## src/rtl/rv_mem_arb_if.sv

```systemverilog
// Bus bundle between the memory arbiter, its two requesters and the memory.
// The arbiter takes the slave view (it serves the requests and drives the
// memory port); the requesters and the memory model take the master view.
//
// Handshake: a requester raises req together with we/addr/wdata and holds
// them until the one-cycle ack. The fields are sampled once, in the cycle the
// request is granted. For a read, rdata is valid with the ack and stays
// unchanged until the next read ack on that port.
interface rv_mem_arb_if #(
    parameter int AW = 32,
    parameter int DW = 32
);
    logic          core_req;
    logic          core_we;
    logic [AW-1:0] core_addr;
    logic [DW-1:0] core_wdata;
    logic [DW-1:0] core_rdata;
    logic          core_ack;

    logic          dma_req;
    logic          dma_we;
    logic [AW-1:0] dma_addr;
    logic [DW-1:0] dma_wdata;
    logic [DW-1:0] dma_rdata;
    logic          dma_ack;

    logic          mem_en;
    logic          mem_we;
    logic [AW-1:0] mem_addr;
    logic [DW-1:0] mem_wdata;
    logic [DW-1:0] mem_rdata;

    modport slave (
        input  core_req, core_we, core_addr, core_wdata,
        output core_rdata, core_ack,
        input  dma_req, dma_we, dma_addr, dma_wdata,
        output dma_rdata, dma_ack,
        output mem_en, mem_we, mem_addr, mem_wdata,
        input  mem_rdata
    );

    modport master (
        output core_req, core_we, core_addr, core_wdata,
        input  core_rdata, core_ack,
        output dma_req, dma_we, dma_addr, dma_wdata,
        input  dma_rdata, dma_ack,
        input  mem_en, mem_we, mem_addr, mem_wdata,
        output mem_rdata
    );
endinterface

```

## src/rtl/rv_mem_arb.sv

```systemverilog
// Two-port round-robin arbiter in front of the single-port synchronous main
// memory. One transaction is in flight at a time: IDLE arbitrates and latches
// the winner's fields, ISSUE strobes the memory, WAIT counts out the read
// latency, ACK pulses the owner's acknowledge.
// RD_LAT must lie in 1..4; the latency counter is two bits wide.
module rv_mem_arb #(
    parameter int RD_LAT = 1,
    parameter int AW     = 32,
    parameter int DW     = 32
) (
    input  logic           clk,
    input  logic           rst_n,
    rv_mem_arb_if.slave    bus,
    output logic [1:0]     dbg_state
);

    localparam logic [1:0] S_IDLE  = 2'd0;
    localparam logic [1:0] S_ISSUE = 2'd1;
    localparam logic [1:0] S_WAIT  = 2'd2;
    localparam logic [1:0] S_ACK   = 2'd3;

    localparam logic OWN_CORE = 1'b0;
    localparam logic OWN_DMA  = 1'b1;

    localparam logic [1:0] CNT_INIT = 2'(RD_LAT - 1);

    logic [1:0] state;
    logic [1:0] state_nxt;
    logic [1:0] cnt;
    logic       last;
    logic       owner;
    logic       we_q;

    logic       any_req;
    logic       grant_dma;
    logic       sel_we;
    logic       issue_go;
    logic       write_done;
    logic       read_done;

    assign dbg_state = state;

    // Arbitration: a lone request wins; on a tie the side not served last wins.
    always_comb begin
        any_req   = bus.core_req | bus.dma_req;
        grant_dma = bus.dma_req & (~bus.core_req | (last == OWN_CORE));
        sel_we    = grant_dma ? bus.dma_we : bus.core_we;
    end

    // Transaction milestones shared by the FSM and the response path.
    always_comb begin
        issue_go   = (state == S_IDLE) & any_req;
        write_done = (state == S_ISSUE) & we_q;
        read_done  = (state == S_WAIT) & (cnt == 2'd0);
    end

    // Next-state logic; requests seen outside IDLE simply wait for it.
    always_comb begin
        state_nxt = state;
        case (state)
            S_IDLE:  if (any_req) state_nxt = S_ISSUE;
            S_ISSUE: state_nxt = we_q ? S_ACK : S_WAIT;
            S_WAIT:  if (cnt == 2'd0) state_nxt = S_ACK;
            S_ACK:   state_nxt = S_IDLE;
            default: state_nxt = S_IDLE;
        endcase
    end

    // State register and read-latency counter.
    always_ff @(posedge clk or negedge rst_n) begin
        if (!rst_n) begin
            state <= S_IDLE;
            cnt   <= 2'd0;
        end else begin
            state <= state_nxt;
            if (state == S_ISSUE) begin
                cnt <= CNT_INIT;
            end else if ((state == S_WAIT) && (cnt != 2'd0)) begin
                cnt <= cnt - 2'd1;
            end
        end
    end

    // Grant latch: owner, direction and the memory address/data registers.
    // Address and write data keep their values between transactions.
    always_ff @(posedge clk or negedge rst_n) begin
        if (!rst_n) begin
            last          <= OWN_DMA;
            owner         <= OWN_CORE;
            we_q          <= 1'b0;
            bus.mem_addr  <= '0;
            bus.mem_wdata <= '0;
        end else if (issue_go) begin
            last          <= grant_dma;
            owner         <= grant_dma;
            we_q          <= sel_we;
            bus.mem_addr  <= grant_dma ? bus.dma_addr  : bus.core_addr;
            bus.mem_wdata <= grant_dma ? bus.dma_wdata : bus.core_wdata;
        end
    end

    // Memory strobe: high only during ISSUE, write enable only alongside it.
    always_ff @(posedge clk or negedge rst_n) begin
        if (!rst_n) begin
            bus.mem_en <= 1'b0;
            bus.mem_we <= 1'b0;
        end else begin
            bus.mem_en <= issue_go;
            bus.mem_we <= issue_go & sel_we;
        end
    end

    // Response path: one-cycle ack to the owner, read data captured for it only.
    always_ff @(posedge clk or negedge rst_n) begin
        if (!rst_n) begin
            bus.core_ack   <= 1'b0;
            bus.dma_ack    <= 1'b0;
            bus.core_rdata <= '0;
            bus.dma_rdata  <= '0;
        end else begin
            bus.core_ack <= (write_done | read_done) & (owner == OWN_CORE);
            bus.dma_ack  <= (write_done | read_done) & (owner == OWN_DMA);
            if (read_done && (owner == OWN_CORE)) begin
                bus.core_rdata <= bus.mem_rdata;
            end
            if (read_done && (owner == OWN_DMA)) begin
                bus.dma_rdata <= bus.mem_rdata;
            end
        end
    end

endmodule

```

## src/flat_wrapper.sv

```systemverilog
// flat-port wrapper written by rule: the top's interface ports become plain ports
module rv_mem_arb_flat 
#(
    parameter int RD_LAT = 1,
    parameter int AW     = 32,
    parameter int DW     = 32
)
  (clk, rst_n, dbg_state, bus_core_req, bus_core_we, bus_core_addr, bus_core_wdata, bus_core_rdata, bus_core_ack, bus_dma_req, bus_dma_we, bus_dma_addr, bus_dma_wdata, bus_dma_rdata, bus_dma_ack, bus_mem_en, bus_mem_we, bus_mem_addr, bus_mem_wdata, bus_mem_rdata);
  rv_mem_arb_if #(.AW(AW), .DW(DW)) bus_i ();
  input  logic clk;
  input  logic rst_n;
  output logic [1:0] dbg_state;
  input wire logic [$bits(bus_i.core_req)-1:0] bus_core_req;
  input wire logic [$bits(bus_i.core_we)-1:0] bus_core_we;
  input wire logic [$bits(bus_i.core_addr)-1:0] bus_core_addr;
  input wire logic [$bits(bus_i.core_wdata)-1:0] bus_core_wdata;
  output wire logic [$bits(bus_i.core_rdata)-1:0] bus_core_rdata;
  output wire logic [$bits(bus_i.core_ack)-1:0] bus_core_ack;
  input wire logic [$bits(bus_i.dma_req)-1:0] bus_dma_req;
  input wire logic [$bits(bus_i.dma_we)-1:0] bus_dma_we;
  input wire logic [$bits(bus_i.dma_addr)-1:0] bus_dma_addr;
  input wire logic [$bits(bus_i.dma_wdata)-1:0] bus_dma_wdata;
  output wire logic [$bits(bus_i.dma_rdata)-1:0] bus_dma_rdata;
  output wire logic [$bits(bus_i.dma_ack)-1:0] bus_dma_ack;
  output wire logic [$bits(bus_i.mem_en)-1:0] bus_mem_en;
  output wire logic [$bits(bus_i.mem_we)-1:0] bus_mem_we;
  output wire logic [$bits(bus_i.mem_addr)-1:0] bus_mem_addr;
  output wire logic [$bits(bus_i.mem_wdata)-1:0] bus_mem_wdata;
  input wire logic [$bits(bus_i.mem_rdata)-1:0] bus_mem_rdata;
  assign bus_i.core_req = bus_core_req;
  assign bus_i.core_we = bus_core_we;
  assign bus_i.core_addr = bus_core_addr;
  assign bus_i.core_wdata = bus_core_wdata;
  assign bus_core_rdata = bus_i.core_rdata;
  assign bus_core_ack = bus_i.core_ack;
  assign bus_i.dma_req = bus_dma_req;
  assign bus_i.dma_we = bus_dma_we;
  assign bus_i.dma_addr = bus_dma_addr;
  assign bus_i.dma_wdata = bus_dma_wdata;
  assign bus_dma_rdata = bus_i.dma_rdata;
  assign bus_dma_ack = bus_i.dma_ack;
  assign bus_mem_en = bus_i.mem_en;
  assign bus_mem_we = bus_i.mem_we;
  assign bus_mem_addr = bus_i.mem_addr;
  assign bus_mem_wdata = bus_i.mem_wdata;
  assign bus_i.mem_rdata = bus_mem_rdata;
  rv_mem_arb #(.RD_LAT(RD_LAT), .AW(AW), .DW(DW)) u_core (.clk(clk), .rst_n(rst_n), .bus(bus_i), .dbg_state(dbg_state));
endmodule
```

## config.mk

```make
export PLATFORM = sky130hd
export DESIGN_NAME = rv_mem_arb_flat
export DESIGN_NICKNAME = d
export VERILOG_FILES = /design/src/rtl/rv_mem_arb_if.sv /design/src/rtl/rv_mem_arb.sv /design/src/flat_wrapper.sv
export SDC_FILE = /design/constraint.sdc
export NUM_CORES = 1
export LEC_CHECK = 0
export CAP_MARGIN = 20
export CELL_PAD_IN_SITES_DETAIL_PLACEMENT = 1
export CELL_PAD_IN_SITES_GLOBAL_PLACEMENT = 2
export CORE_UTILIZATION = 25
export CTS_CLUSTER_SIZE = 24
export DETAILED_ROUTE_END_ITERATION = 10
export PLACE_DENSITY_LB_ADDON = 0.1
export SLEW_MARGIN = 0
export SYNTH_ARGS = -nofsm -noshare
export SYNTH_HDL_FRONTEND = slang
export SYNTH_SLANG_ARGS = --single-unit
```

## constraint.sdc

```tcl
create_clock -name clk -period 2.3 [get_ports clk]
set_input_delay 0.345 -clock clk [delete_from_list [all_inputs] [get_ports clk]]
set_output_delay 0.345 -clock clk [all_outputs]
set_load 0.01 [all_outputs]
```

; Word level (Yosys, flattened, before mapping)
; Cells that the tools add are included.
[word_totals]
out_inout_bits = 134
wordCells = 49
regBits = 139
[op_classes]
n_addsub = 1
n_reduce_logical = 8
n_eq_ne = 5
n_mux = 9
bitwise = 13
[op_table]
columns = op, n
row1 = $mux 32, 2
row2 = $mux 2, 4
row3 = $pmux 2 s4, 1
row4 = $and 1x1->1, 7
row5 = $eq 2x2->1 const B, 2
row6 = $logic_not 2->1, 2
row7 = $reduce_bool 2->1, 2
row8 = $logic_and 1x1->1, 3
row9 = $not 1->1, 3
row10 = $or 1x1->1, 3
row11 = $eq 2x1->1 const B, 1
row12 = $mux 1, 2
row13 = $ne 2x1->1 const B, 1
row14 = $ne 2x2->1 const B, 1
row15 = $reduce_and 2->1, 1
row16 = $sub 2x1->2 const B, 1

; Longest topological paths before layout
; Gate-level depths: netlist (run 1).
[logic_depth]
ltp_word = 5
mapped_depth = 8
ltp_nobuf = 6

; Worst setup path after synthesis (run 1)
; OpenSTA, ideal clock, no wires.
[synth_timing]
path_type = register -> register
from = register u_core.state[0], in the netlist u_core.dbg_state[0]
to = register u_core.bus.core_rdata[0]
synth_period_minus_slack_ns = 1.569
n_path_buf = 1
required_ns = 2.175
stages_incl_launch_ff = 6
slack_ns = 0.731
setup_ns = 0.125
arrival_time_ns = 1.444
cell_sequence = dfrtp_1 > inv_1 > ha_1 > nand3b_1 > buf_2 > mux2_2
[synth_via]
elab_chain_cells = 3
[synth_lines]
columns = item, line_no
row1 = "start, declared", rv_mem_arb.sv:27  ; logic [1:0] state;
row2 = "start signal, assigned", rv_mem_arb.sv:75  ; state <= state_nxt;
row3 = $eq 2x2->1, rv_mem_arb.sv:54  ; read_done = (state == S_WAIT) & (cnt == 2'd0);
row4 = $and 1x1->1, rv_mem_arb.sv:54
row5 = $logic_and 1x1->1, rv_mem_arb.sv:123  ; if (read_done && (owner == OWN_CORE)) begin
row6 = "end signal, assigned", rv_mem_arb.sv:124  ; bus.core_rdata <= bus.mem_rdata;
row7 = "end, declared", rv_mem_arb_if.sv:35  ; output core_rdata, core_ack,
; Every way passes these cells.
; A chain may end at the register's enable or synchronous reset.

; Worst setup path in the final report (run 1)
[layout_timing]
from = register u_core.state[1], in the netlist u_core.dbg_state[1]
to = output port dbg_state[1]
[layout_rtl]
columns = item, line_no
row1 = "end, declared", flat_wrapper.sv:12  ; output logic [1:0] dbg_state;
; No word-level cell between the ends.

==> impl_metrics.tcl, run 1 <==
set metrics [dict create \
    worst_pin_slew_ps 509 \
    worst-setup-path-type "reg2out" \
    startpoint "u_core.dbg_state[1]" \
    n_fill_cell 2488 \
    setup_viol 0 \
    place_area_um2 9140 \
    p_sw_share_pct 34.2 \
    clk_latency_ps 420 \
    max_freq_mhz 564 \
    finalWorstSetupSlack_ps 526 \
    ir_worst_vdd_uv 492 \
    dpl.hpwl_mm 14.8 \
    via_per_inst 4.56 \
    final.setup.tns_ps 0 \
    p_sw_uw 4630 \
    seq_power_share_pct 32.2 \
    final.min_clock_period_ps 1770 \
    final_common_cell "clkdlybuf4s50_1" \
    power.density_nw_per_um2 1390 \
    end_kind "output pin" \
    coreArea_um2 22600 \
    area_growth_pct 69.0 \
    root_buffer "clkbuf_16" \
    p_leak_uw 0.00404 \
    path_cells "clkdlybuf4s50_1" \
    cts_buffers 17 \
    ys_ff_latch 139 \
    cts.repair.resized 0 \
    io_pins 300 \
    ant_nets 0 \
    cts_tree "yes" \
    die_h_um 154 \
    drc_errors 0 \
    fp.dieW_um 154 \
    crit_buf_inv 1 \
    final_area_um2 9730 \
    rsz0062_at_grt "false" \
    hold_viol_final 0 \
    initial_core_util_pct 25.4 \
    drt-wirelength-per-cell_um 18.2 \
    drive_gt1_share_pct 13.8 \
    diodes 0 \
    combinationalPowerShare_pct 47.3 \
    yosysSeqAreaShare_pct 60.4 \
    finalClockSkew_ps 9.29 \
    synth_area_per_cell_um2 10.9 \
    first_pass_iters 4 \
    max_slew_margin_pct 66.0 \
    ys_types 25 \
    slowest_delay_ps 590 \
    grt_start_max_net_pins 58 \
    post_cts.repair.setup_buffers 0 \
    dieArea_um2 23600 \
    grt_use_total_pct 18.0 \
    cap_violations 0 \
    crit_family "buffers and inverters" \
    final_cell_mix "clkdlybuf4s50_1 (298), dfrtp_1 (138), a21oi_1 (131), nor2_1 (72), mux2_2 (65)" \
    p_int_uw 8910 \
    initialDrtViolationCount 158 \
    syn_inst 529 \
    p_clk_share_pct 20.5 \
    arrival_ps 1430 \
    gp_congestion 0.725 \
    rows 55 \
    slew_violations 0 \
    clkSinkCount 139 \
    holdBufCountCts 1 \
    clk_pin_slew_ps 70 \
    h-tree-depth 4 \
    grt_pass1_vias 5712 \
    start_kind "register" \
    pre_cts_ws_ps 249 \
    vias 5135 \
    synth_nets 699 \
    finalCritPeriodShare_pct 77.1 \
    grt.overflow.total 0 \
    grt_antenna_before_repair 0 \
    cp_slowest_cell "clkdlybuf4s50_1" \
    hold_path_class "in2async" \
    final_core_util_pct 43.0 \
    cp.required_ps 1960 \
    cts_max_path_buffers 2 \
    ys_warn_count 0 \
    worstReg2RegStart "u_core.dbg_state[0]" \
    routed_wl_mm 20.5 \
    port_buffers 299 \
    grt_pass1_wl_mm 32.5 \
    synth_area_um2 5760 \
    total_power_uw 13500 \
    outcome "completed" \
    nNetsFinal 997 \
    crit_fanout 5 \
]
[stage by stage]
stage / cells / hold WS, ps
after floorplan: 529 / 49.4
after global placement: 1092 / 308
after detailed placement: 1092 / 318
after CTS: 1125 / 425
after global routing: 1125 / 441
final: 1125 / 413
[routing by layer]
| layer | GRT usage (%) | share of wire (%) | wire (um) | vias up |
|---|---|---|---|---|
| met5 | 0 | 0 | 0 | - |
| met3 | 7.75 | 8.5 | 1750 | 16 |
| met2 | 30.0 | 49 | 10100 | 188 |
| li1 | - | - | - | 2394 |
| met1 | 20.8 | 41 | 8370 | 2537 |
| met4 | 5.48 | 1.3 | 274 | 0 |
[synth_stat cells]
| master | instances | share of area [%] |
|---|---|---|
| dfrtp_1 | 138 | 60 |
| a21oi_1 | 131 | 11 |
| nor2_1 | 72 | 4.7 |
| mux2_2 | 65 | 13 |
| nand2_1 | 64 | 4.2 |
| buf_2 | 19 | 1.7 |
| buf_4 | 11 | 1.4 |
| clkbuf_1 | 4 | 0.26 |
| ha_1 | 4 | 0.87 |
| inv_1 | 4 | 0.26 |
| a211oi_1 | 2 | 0.26 |
| nor2b_1 | 2 | 0.22 |
| a21bo_2 | 1 | 0.17 |
| a21boi_2 | 1 | 0.20 |
| a22o_1 | 1 | 0.15 |
| a22oi_1 | 1 | 0.13 |
| a31oi_1 | 1 | 0.11 |
| dfstp_2 | 1 | 0.46 |
| inv_2 | 1 | 0.065 |
| mux2i_1 | 1 | 0.17 |
| nand3_1 | 1 | 0.087 |
| nand3b_1 | 1 | 0.13 |
| o21ai_2 | 1 | 0.15 |
| o2bb2ai_1 | 1 | 0.15 |
| xnor2_1 | 1 | 0.15 |
[cells by family (layout without fill, tap and decap cells)]
logic type | Yosys count | in the layout | share of synthesized area [%]
AOI/OAI and AO/OA | 140 | 140 | 12.7
xor gates and xnor gates | 1 | 1 | 0.152
adders and majority gates | 4 | 4 | 0.869
buffers and inverters | 39 | 350 | 3.67
DFF | 139 | 139 | 60.4
muxes | 66 | 66 | 12.9
and+or+nand+nor | 140 | 140 | 9.30
[state kept, by name, summed over array words and instances, names as in the netlist]
name / cells
u_core.bus.mem_wdata: 32
u_core.cnt: 2
u_core.dbg_state: 2
u_core.bus.mem_addr: 32
u_core.owner: 1
u_core.bus.dma_rdata: 32
u_core.bus.dma_ack: 1
u_core.bus.mem_en: 1
u_core.bus.core_rdata: 32
u_core.last: 1
u_core.bus.core_ack: 1
u_core.bus.mem_we: 1
u_core.we_q: 1
[worst paths after layout]
check                      slack (ps)  depth (start not counted)                       end
max in group asynchronous        1160                          3  u_core.bus.dma_rdata[16]
hold reg to reg                   500                          1  u_core.bus.dma_rdata[17]
setup reg to reg                  570                          7   u_core.bus.mem_wdata[8]
setup / recovery                  530                          1              dbg_state[1]
min in group clk                  460                          3   u_core.bus.mem_addr[17]
hold / removal                    410                          2  u_core.bus.dma_rdata[23]
[layout make-up]
| cell class | count | area, um2 | share of cell area, % |
|---|---|---|---|
| inverters | 5 | 18.8 | 0.193 |
| clock buffers | 18 | 429 | 4.41 |
| clock inverters | 14 | 160 | 1.65 |
| well taps | 285 | 357 | 3.66 |
| flip-flops and latches | 139 | 3480 | 35.7 |
| repair buffers | 313 | 3200 | 32.9 |
| multi-input cells | 351 | 2090 | 21.5 |
[power by group through the flow]
stage / logic (uW) / registers [uW] / clock network, uW
final: 6400 / 4360 / 2780
after global routing: 6960 / 4540 / 2980
after CTS: 6530 / 4390 / 2870
after detailed placement: 6510 / 4410 / 0
after global placement: 6360 / 4330 / 0
after floorplan: 2310 / 4900 / 0
Power figures use the tool's default switching activity.
==> run 2: changes to the inputs <==
--- a/config.mk
+++ b/config.mk
@@ -8,7 +8,7 @@
 export CAP_MARGIN = 20
 export CELL_PAD_IN_SITES_DETAIL_PLACEMENT = 1
 export CELL_PAD_IN_SITES_GLOBAL_PLACEMENT = 2
-export CORE_UTILIZATION = 25
+export CORE_UTILIZATION = 21
 export CTS_CLUSTER_SIZE = 24
 export DETAILED_ROUTE_END_ITERATION = 10
 export PLACE_DENSITY_LB_ADDON = 0.1
==> constraint.sdc (replaced) <==
create_clock -name clk -period 1.5 [get_ports clk]
set_input_delay 0.225 -clock clk [delete_from_list [all_inputs] [get_ports clk]]
set_output_delay 0.225 -clock clk [all_outputs]
set_load 0.01 [all_outputs]
==> run 2 against run 1 <==
Hold slack got worse by 150 ps. First-iteration DRC count is 35% lower. Die area increased by 19%. Utilization is 6.0 points lower.
==> impl_metrics.tcl, run 2 (same netlist as run 1, synthesis figures left out) <==
set metrics [dict create \
    combinationalPowerShare_pct 45.4 \
    h-tree-depth 4 \
    initial_core_util_pct 21.4 \
    gp_congestion 0.794 \
    grt_start_max_net_pins 47 \
    p_sw_share_pct 37.0 \
    grt_antenna_before_repair 0 \
    grt.overflow.total 0 \
    rows 60 \
    worst_pin_slew_ps 359 \
    coreArea_um2 27000 \
    slowest_delay_ps 370 \
    drive_gt1_share_pct 18.3 \
    rsz0062_at_grt "true" \
    hold_path_class "in2async" \
    ant_nets 0 \
    vias 5290 \
    clkSinkCount 139 \
    die_h_um 168 \
    max_slew_margin_pct 76.1 \
    p_int_uw 12700 \
    port_buffers 299 \
    initialDrtViolationCount 103 \
    finalWorstSetupSlack_ps 18.8 \
    final_common_cell "clkdlybuf4s50_1" \
    crit_fanout 23 \
    arrival_ps 1790 \
    final_cell_mix "clkdlybuf4s50_1 (164), dfrtp_1 (138), dlygate4sd2_1 (132), a21oi_1 (125), nor2_1 (68)" \
    clk_latency_ps 430 \
    drc_errors 0 \
    p_clk_share_pct 21.8 \
    finalClockSkew_ps 13.8 \
    crit_family "flip-flops" \
    seq_power_share_pct 32.8 \
    dpl.hpwl_mm 15.9 \
    end_kind "register" \
    cp.required_ps 1810 \
    io_pins 300 \
    dieArea_um2 28100 \
    hold_viol_final 0 \
    nNetsFinal 1020 \
    grt_use_total_pct 15.9 \
    ir_worst_vdd_uv 600 \
    first_pass_iters 4 \
    clk_pin_slew_ps 70 \
    met2_usage_pct 26.5 \
    grt_busiest_layer "met2" \
    cts_max_path_buffers 2 \
    setup_viol 0 \
    root_buffer "clkbuf_16" \
    grtUsageMet1_pct 19.0 \
    cp_slowest_cell "dfrtp_1" \
    worst-setup-path-type "reg2reg" \
    p_sw_uw 7460 \
    final.min_clock_period_ps 1480 \
    slew_violations 0 \
    finalCritPeriodShare_pct 98.7 \
    pre_cts_ws_ps -230 \
    final_area_um2 9960 \
    start_kind "register" \
    cts_buffers 17 \
    p_leak_uw 0.00435 \
    final_core_util_pct 37.0 \
    drt-wirelength-per-cell_um 18.2 \
    crit_buf_inv 2 \
    area_growth_pct 73.0 \
    path_cells "inv_2 > ha_2 > nand3b_1 > buf_12 > mux2_2" \
    grt_pass1_wl_mm 34.2 \
    max_freq_mhz 675 \
    whs_ps 261 \
    place_area_um2 9400 \
    n_fill_cell 2963 \
    routed_wl_mm 21.9 \
    grtUsageMet3_pct 5.44 \
    diodes 0 \
    grt_pass1_vias 5874 \
    cts_tree "yes" \
    cap_violations 0 \
    fp.dieW_um 168 \
    via_per_inst 4.39 \
    power.density_nw_per_um2 2020 \
    outcome "completed" \
]
## run 2: path summary, 6_finish.rpt
check	from	to	slack (ps)	cells past startpoint
min reg2reg	u_core.bus.dma_rdata[1]	u_core.bus.dma_rdata[1]	500	1
max	u_core.dbg_state[0]	u_core.bus.core_rdata[9]	20	5
min in group clk	bus_core_addr[10]	u_core.bus.mem_addr[10]	330	3
max reg2reg	u_core.dbg_state[0]	u_core.bus.core_rdata[9]	20	5
min	rst_n	u_core.bus.dma_rdata[27]	260	2
max in group asynchronous	rst_n	u_core.last	640	3
## run 2: power groups by stage
stage                     Combinational (uW)  Clock (uW)  Sequential, uW
final                                   9140        4390            6610
after global routing                    9970        4700            6900
after CTS                               9270        4550            6640
after detailed placement               10300           0            6760
after global placement                 10100           0            6660
after floorplan                         3620           0            7510
## run 2: area by class of cell
class / instances / area [um2] / area share [%]
Sequential cell: 139 / 3480 / 34.9
Timing Repair Buffer: 336 / 3280 / 32.9
Multi-Input combinational cell: 351 / 2140 / 21.5
Tap cell: 341 / 427 / 4.28
Clock buffer: 17 / 425 / 4.27
Clock inverter: 15 / 179 / 1.80
Inverter: 5 / 23.8 / 0.239
## run 2: routing by layer
layer / vias to the layer above / wire [um]
li1: 2435 / -
met1: 2635 / 9100
met2: 191 / 10700
met3: 29 / 1610
met4: 0 / 462
met5: - / 0
## run 2: what timing repair did
action | in CTS | in global routing
cloned | 1 | 0
hold buffers | 1 | 0
endpoints found under the setup margin | 232 | 69
buffers inserted | 0 | 1
resized for setup | 142 | 17
hold endpoints to repair | 29 | 0
## run 2: metrics by stage
stage	setup TNS, ps	std cells	power [uW]
2_1_floorplan	0	529	11100
3_3_place_gp	-8650	1169	16800
3_5_place_dp	-12320	1169	17100
4_1_cts	0	1203	20500
5_1_grt	-954	1204	21600
6_report	0	1204	20100
==> run 3: changes to the inputs <==
--- a/config.mk
+++ b/config.mk
@@ -9,6 +9,7 @@
 export CELL_PAD_IN_SITES_DETAIL_PLACEMENT = 1
 export CELL_PAD_IN_SITES_GLOBAL_PLACEMENT = 2
 export CORE_UTILIZATION = 21
+export CTS_CLUSTER_DIAMETER = 60
 export CTS_CLUSTER_SIZE = 24
 export DETAILED_ROUTE_END_ITERATION = 10
 export PLACE_DENSITY_LB_ADDON = 0.1
==> results of run 3 <==
Same layout as run 2: the final DEF is identical, and so are final timing and power.
